<file path="config.mk">
export PLATFORM = sky130hd
export DESIGN_NAME = mem_access_unit
export DESIGN_NICKNAME = d
export VERILOG_FILES = /design/src/rtl/mem_access_unit.sv
export SDC_FILE = /design/constraint.sdc
export NUM_CORES = 1
export LEC_CHECK = 0
export BUFFER_PORTS_ARGS = -buffer_cell sky130_fd_sc_hd__buf_4
export CAP_MARGIN = 20
export CELL_PAD_IN_SITES_DETAIL_PLACEMENT = 2
export CELL_PAD_IN_SITES_GLOBAL_PLACEMENT = 2
export CORE_AREA = 2 2 138 140
export DETAILED_ROUTE_END_ITERATION = 10
export DIE_AREA = 0 0 140 142
export PLACE_DENSITY = 0.83
export SYNTH_ARGS = -nofsm -noshare
export SYNTH_HDL_FRONTEND = slang
export SYNTH_SLANG_ARGS = --single-unit
</file>
<file path="constraint.sdc">
create_clock -name clk_i -period 1.9 [get_ports clk_i]
set_input_delay 0.095 -clock clk_i [delete_from_list [all_inputs] [get_ports clk_i]]
set_output_delay 0.095 -clock clk_i [all_outputs]
set_load 0.01 [all_outputs]
</file>
<file path="src/rtl/mem_access_unit.sv">
// MEM-stage data-memory access controller: issues req/ack transactions to a variable-latency
// data memory, stalls EX/MEM while busy, flags misaligned/illegal/timed-out accesses.
module mem_access_unit #(
  parameter int unsigned TIMEOUT_CYCLES = 255
) (
  input  logic        clk_i,
  input  logic        rst_ni,
  input  logic        mem_reg_write_i,
  input  logic        mem_mem_to_reg_i,
  input  logic        mem_mem_read_i,
  input  logic        mem_mem_write_i,
  input  logic [31:0] mem_alu_out_i,
  input  logic [31:0] mem_rt_data_i,
  input  logic [4:0]  mem_rd_reg_i,
  output logic        dmem_req_o,
  output logic        dmem_we_o,
  output logic [31:0] dmem_addr_o,
  output logic [31:0] dmem_wdata_o,
  input  logic        dmem_ack_i,
  input  logic [31:0] dmem_rdata_i,
  output logic        mem_stall_c_o,
  output logic        mem_fault_o,
  output logic        wb_reg_write_o,
  output logic        wb_mem_to_reg_o,
  output logic [4:0]  wb_rd_reg_o,
  output logic [31:0] wb_alu_out_o,
  output logic [31:0] wb_read_data_o
);

  localparam int unsigned DW = 32;
  localparam int unsigned RW = 5;
  localparam int unsigned CW = 8;

  typedef enum logic {IDLE = 1'b0, BUSY = 1'b1} state_e;

  state_e        state_q, state_d;
  logic [CW-1:0] cnt_q, cnt_d;
  logic          req_q, req_d;
  logic          we_q, we_d;
  logic [DW-1:0] addr_q, addr_d;
  logic [DW-1:0] wdata_q, wdata_d;
  logic          fault_q, fault_d;
  logic          wb_rw_q, wb_rw_d;
  logic          wb_m2r_q, wb_m2r_d;
  logic [RW-1:0] wb_rd_q, wb_rd_d;
  logic [DW-1:0] wb_alu_q, wb_alu_d;
  logic [DW-1:0] wb_rdata_q, wb_rdata_d;
  logic          stall_c;
  logic          access_c;
  logic          bad_access_c;
  logic          timeout_c;

  // State and registered outputs
  always_ff @(posedge clk_i or negedge rst_ni) begin
    if (!rst_ni) begin
      state_q    <= IDLE;
      cnt_q      <= '0;
      req_q      <= 1'b0;
      we_q       <= 1'b0;
      addr_q     <= '0;
      wdata_q    <= '0;
      fault_q    <= 1'b0;
      wb_rw_q    <= 1'b0;
      wb_m2r_q   <= 1'b0;
      wb_rd_q    <= '0;
      wb_alu_q   <= '0;
      wb_rdata_q <= '0;
    end else begin
      state_q    <= state_d;
      cnt_q      <= cnt_d;
      req_q      <= req_d;
      we_q       <= we_d;
      addr_q     <= addr_d;
      wdata_q    <= wdata_d;
      fault_q    <= fault_d;
      wb_rw_q    <= wb_rw_d;
      wb_m2r_q   <= wb_m2r_d;
      wb_rd_q    <= wb_rd_d;
      wb_alu_q   <= wb_alu_d;
      wb_rdata_q <= wb_rdata_d;
    end
  end

  // Next-state and stall decode
  always_comb begin
    state_d      = state_q;
    cnt_d        = cnt_q;
    req_d        = req_q;
    we_d         = we_q;
    addr_d       = addr_q;
    wdata_d      = wdata_q;
    fault_d      = 1'b0;
    wb_rw_d      = wb_rw_q;
    wb_m2r_d     = wb_m2r_q;
    wb_rd_d      = wb_rd_q;
    wb_alu_d     = wb_alu_q;
    wb_rdata_d   = wb_rdata_q;
    stall_c      = 1'b0;
    access_c     = mem_mem_read_i | mem_mem_write_i;
    bad_access_c = (mem_mem_read_i & mem_mem_write_i) | (mem_alu_out_i[1:0] != 2'b00);
    timeout_c    = (cnt_q == CW'(TIMEOUT_CYCLES - 1));

    case (state_q)
      IDLE: begin
        if (!access_c) begin
          wb_rw_d  = mem_reg_write_i;
          wb_m2r_d = mem_mem_to_reg_i;
          wb_rd_d  = mem_rd_reg_i;
          wb_alu_d = mem_alu_out_i;
        end else if (bad_access_c) begin
          fault_d = 1'b1;
          wb_rw_d = 1'b0;
        end else begin
          stall_c = 1'b1;
          state_d = BUSY;
          req_d   = 1'b1;
          we_d    = mem_mem_write_i;
          addr_d  = mem_alu_out_i;
          wdata_d = mem_rt_data_i;
          cnt_d   = '0;
          wb_rw_d = 1'b0;
        end
      end
      BUSY: begin
        // Ack takes priority over a coincident timeout
        if (dmem_ack_i) begin
          state_d  = IDLE;
          req_d    = 1'b0;
          wb_rw_d  = mem_reg_write_i;
          wb_m2r_d = mem_mem_to_reg_i;
          wb_rd_d  = mem_rd_reg_i;
          wb_alu_d = mem_alu_out_i;
          if (!we_q) wb_rdata_d = dmem_rdata_i;
        end else if (timeout_c) begin
          state_d = IDLE;
          req_d   = 1'b0;
          fault_d = 1'b1;
          wb_rw_d = 1'b0;
        end else begin
          stall_c = 1'b1;
          cnt_d   = cnt_q + CW'(1);
          wb_rw_d = 1'b0;
        end
      end
      default: state_d = IDLE;
    endcase
  end

  assign mem_stall_c_o   = rst_ni & stall_c;
  assign dmem_req_o      = req_q;
  assign dmem_we_o       = we_q;
  assign dmem_addr_o     = addr_q;
  assign dmem_wdata_o    = wdata_q;
  assign mem_fault_o     = fault_q;
  assign wb_reg_write_o  = wb_rw_q;
  assign wb_mem_to_reg_o = wb_m2r_q;
  assign wb_rd_reg_o     = wb_rd_q;
  assign wb_alu_out_o    = wb_alu_q;
  assign wb_read_data_o  = wb_rdata_q;

endmodule

</file>
* After elaboration in Yosys (flattened, before gate mapping)
Cells that the tools add are included.
** Storage, ports and cells
- Input bits :: 108
- Register bits :: 147
- Logic and storage cells :: 66
** Operators by class
- Bitwise gates (word level) :: 7
- Reduce and logical (&&, ||, !) cells :: 6
- Equality and inequality tests :: 8
- Multiplexer cells :: 32
- $add $sub $neg :: 1
** Operators with widths (count)
- $mux W32 :: 2
- $pmux W32 S2 :: 1
- $mux W8 :: 4
- $mux W1 :: 16
- $pmux W8 S2 :: 1
- $ne A2 B2 Y1 const B :: 6
- $mux W5 :: 2
- $pmux W1 S2 :: 5
- $pmux W5 S2 :: 1
- $reduce_and A3 Y1 :: 3
- $add A8 B1 Y8 const B :: 1
- $eq A8 B8 Y1 const B :: 1
- $reduce_and A4 Y1 :: 1
- $ne A3 B2 Y1 const B :: 1
- $not A1 Y1 :: 3
- $and A1 B1 Y1 :: 2
- $or A1 B1 Y1 :: 2
- $reduce_and A2 Y1 :: 1
- $reduce_bool A2 Y1 :: 1

* Logic depth before layout (Yosys ltp)
- Depth after elaboration :: 6
- Mapped depth :: 7

* Least setup slack after synthesis
No wires, ideal clock.
- Kind :: reg-to-reg
- Start :: register state_q
- End :: register wb_alu_q[26] (netlist: wb_alu_out_o[26])
- Setup slack :: 342 ps
- Period minus slack after synthesis :: 1558 ps
- Data arrival time :: 1433 ps
- Data required time :: 1775 ps
- Library setup time :: 125 ps
- Stages on the path, launching flop included :: 7
- Buffers on the path :: 3
- Cell sequence :: dfrtp_1 -> buf_2 -> nor3_1 -> a21oi_1 -> buf_4 -> buf_6 -> mux2_2
** On the way
- Cells in the longest elaborated chain, start to end :: 3
** RTL lines
- start, declared :: RTL line 36 : state_e state_q, state_d;
- start signal, assigned :: RTL line 69 : state_q <= state_d;
- $not A1 Y1 (no line)
- $ne A2 B2 Y1 (no line)
- $reduce_and A2 Y1 (no line)
- end signal, assigned :: RTL line 79 : wb_alu_q <= wb_alu_d;
- end, declared :: RTL line 46 : logic [DW-1:0] wb_alu_q, wb_alu_d;
Parallel ways exist; a longest one is shown, timed or not.
A chain may end at the register's enable or synchronous reset.

* Worst setup path after layout
- Start :: input port mem_alu_out_i[1]
- End :: output port mem_stall_c_o
** On the way
- Cells in the longest elaborated chain, start to end :: 6
** RTL lines
- start, declared :: RTL line 12 : input logic [31:0] mem_alu_out_i,
- $reduce_bool A2 Y1 :: RTL line 100 : bad_access_c = (mem_mem_read_i & mem_mem_write_i) | (mem_alu_out_i[1:0] != 2'b00);
- $or A1 B1 Y1 :: RTL line 100
- $mux W1 :: RTL line 110 : end else if (bad_access_c) begin
- $mux W1 :: RTL line 105 : if (!access_c) begin
- $pmux W1 S2 :: RTL line 103 : case (state_q)
- net stall_c :: RTL line 48 : logic stall_c;
- $and A1 B1 Y1 :: RTL line 149 : assign mem_stall_c_o = rst_ni & stall_c;
- end, declared :: RTL line 21 : output logic mem_stall_c_o,
The timed path passes the listed nets, and every way through them passes these cells.

==> out/metrics.yaml <==
outcome: "finished with violations"
violations: "design-rule violations"
synth_cells: 351
slew_violations: 0
ys_types: 35
required_ps: 1800
syn_nets: 461
cp.arrival_ps: 1780
numPortBuffers: 246
startpoint_type: "input port"
cts_max_path_buffers: 2
slew_headroom_pct: 69.41
critPathLaunch: "mem_alu_out_i[1]"
track_usage_pct: 22.27
core_area_mm2: 0.01846
setup_viol: 0
ir_drop_mv: 0.6358
nFillCells: 1716
die_area_mm2: 0.01988
syn_area_per_cell_um2: 16.09
hpwl_mm: 12.85
antenna_found_initial: 2
worst-setup-path-type: "input port to output pin"
final_area_mm2: 0.009699
drc: 13
multi_input_area_mm2: 0.001894
first_pass_iters: 8
clock_skew_ps: 9.301
clkLatencyLatePin_ps: 420
r2r-start: "state_q$_DFF_PN0_"
path_cells: "dlygate4sd3_1, buf_4, nor4_4, buf_12, nor2_4, inv_2, and2_4, buf_6"
via_per_inst: 4.614
htreeDepth: 4
cts.sinks: 147
drt_iter0_drc: 136
io_pins: 247
p_int_w: 0.008555
place_area_mm2: 0.007814
switchingPower_w: 0.003595
start_util_pct: 30.61
fin_cells: 975
globalplace.congestion: 0.7993
wl_per_cell_um: 22.09
leakage_nw: 4.520
grt_pass1_vias: 5520
p_seq_share_pct: 38.6
setup.worst_path.end_class: "output pin"
placed_cells: 822
area_growth_pct: 71.69
rows: 50
grt_pass1_wl_mm: 33.01
fmax_mhz: 532.9
die_w_um: 140
cts_made_buffers: 17
grt_overflow: 0
clk_pin_slew_ps: 60
cts_tree: "yes"
drive_above_1_share_pct: 56.56
fin_crit_ps: 1876
synth.cell_area_mm2: 0.005649
p_total_w: 0.01215
hp-start: "dmem_ack_i"
critPathMaxFanout: 6
root_buffer: "clkbuf_16"
setup_tns_ps: 0
power.density_mw_per_mm2: 1253
ys_seq_area_share_pct: 65.12
ant_nets: 0
hp-class: "input port to flip-flop"
yosys_warnings: 0
slowest_stage: "dlygate4sd3_1"
final-hold-violation-count: 0
wirelength_mm: 21.54
regArea_mm2: 0.003682
via_count: 4499
p_sw_share_pct: 29.59
fin_crit_sh_pct: 98.76
ys_seq_elements: 147
max_stage_delay_ps: 590
p_clk_share_pct: 30.9
tightest_slew_ps: 458.9
cap_violations: 0
grt_max_degree: 62
finalNetCount: 836
holdWs_ps: 85.93
dieHeight_um: 142
combinationalPowerShare_pct: 30.5
stage by stage:
step	setup WS [ps]	utilization, %
after global routing	-39.66	52.56
after floorplan	342.4	-
final	23.58	52.56
after detailed placement	128.5	42.34
after CTS	1.948	52.18
after global placement	195.5	42.34
flip-flops by register name, indices dropped and copies added (netlist names), 5 cells and up:
name / count
dmem_addr_o: 32
wb_alu_out_o: 32
wb_rd_reg_o: 5
dmem_wdata_o: 32
wb_read_data_o: 32
cnt_q: 8
cell usage after synthesis:
cell type,n,share of area (%)
dfrtp_1,147,65
mux2_2,106,21
mux2_1,27,5.4
buf_2,9,0.80
a21oi_1,5,0.44
a31oi_1,4,0.44
buf_6,4,0.80
nand2_1,4,0.27
inv_1,3,0.20
nand3_1,3,0.27
nor2b_1,3,0.33
o2bb2ai_1,3,0.47
and3_1,2,0.22
buf_4,2,0.27
clkbuf_1,2,0.13
ha_1,2,0.44
mux2i_1,2,0.35
nand2b_1,2,0.22
nor2_1,2,0.13
nor3_1,2,0.18
o21ai_0,2,0.18
o22a_1,2,0.31
a211oi_1,1,0.13
a22o_1,1,0.16
a41oi_1,1,0.16
and2_1,1,0.11
and4_1,1,0.16
inv_2,1,0.066
nand3b_1,1,0.13
nand4_1,1,0.11
nor2_2,1,0.11
nor4_4,1,0.38
o22ai_1,1,0.11
o41ai_1,1,0.16
xnor2_1,1,0.16
logic make-up after synthesis:
| kind of cell | share of synthesized area (%) |
|---|---|
| adder cells (fa/ha/maj) | 0.4429 |
| AND/OR/NAND/NOR | 2.614 |
| buffers and inverters | 2.259 |
| XOR/XNOR | 0.1551 |
| multiplexers | 26.87 |
| AO/OA/AOI/OAI | 2.547 |
| flip-flops | 65.12 |
power groups by stage:
stage	logic, W	registers (W)	clock network, W
finish	0.00371	0.00469	0.00375
floorplan	0.000971	0.00496	0
global placement	0.00323	0.00458	0
detailed placement	0.00338	0.00467	0
CTS	0.00364	0.00463	0.00382
global route	0.00395	0.00480	0.00397
area by class of cell:
type,instances,share of cell area (%)
multi-input cells,183,19.53
diodes,2,0.05160
repair buffers,373,32.60
flip-flops and latches,147,37.96
well taps,234,3.019
clock buffers,20,4.605
inverters,4,0.1548
clock inverters,12,2.077
critical path, delay by kind of cell:
family                 cells  cell delay [ps]
buffers and inverters      5             1100
and+or+nand+nor            3              570
worst paths after layout:
kind                                                       to  slack (ps)  cells after the start
max in group asynchronous            wb_reg_write_o$_DFF_PN0_        1030                      3
worst min-delay path                   dmem_req_o$_DFFE_PN0P_          90                      3
min in group asynchronous       wb_read_data_o[8]$_DFFE_PN0P_         200                      2
worst min register to register   dmem_wdata_o[20]$_DFFE_PN0P_         490                      1
worst max register to register     dmem_addr_o[3]$_DFFE_PN0P_         120                      4
worst max-delay path                            mem_stall_c_o          20                      8
timing repair:
item,4_1_cts,5_1_grt
hold buffers,105,0
setup endpoints to repair,1,1
pin swaps,3,4
hold endpoints to repair,176,0
resized for setup,8,8
buffers inserted,8,5
cloned,1,0
cell usage in the layout, fill, tap and decap left out, types with 2 or more instances in the layout:
cell           Yosys  routed
buf_12             0       5
nand3_1            3       3
mux2_1            27      27
inv_6              0       3
nand2_1            4       4
clkinvlp_4         0       2
inv_2              1       2
inv_1              3       2
dlygate4sd3_1      0     105
a31oi_1            4       4
a21oi_1            5       3
buf_6              4       3
o22a_1             2       2
buf_4              2     259
bufinv_16          0       5
clkinv_2           0       2
nor2b_1            3       3
clkbuf_16          0      17
nor3_1             2       2
o2bb2ai_1          3       3
dfrtp_2            0       3
o21ai_0            2       2
mux2i_1            2       2
mux2_2           106     106
clkbuf_1           2       2
nor2_1             2       2
diode_2            0       2
a21oi_4            0       2
dfrtp_1          147     144
per-layer routing:
layer	up-vias	wire length [um]	track usage (%)
met5	-	0	0
met4	0	681	8.506
met3	46	1146	6.191
met2	164	12360	43.95
met1	2289	7350	22.04
li1	2000	-	-
Note: power is estimated with default switching activity, not from simulation.
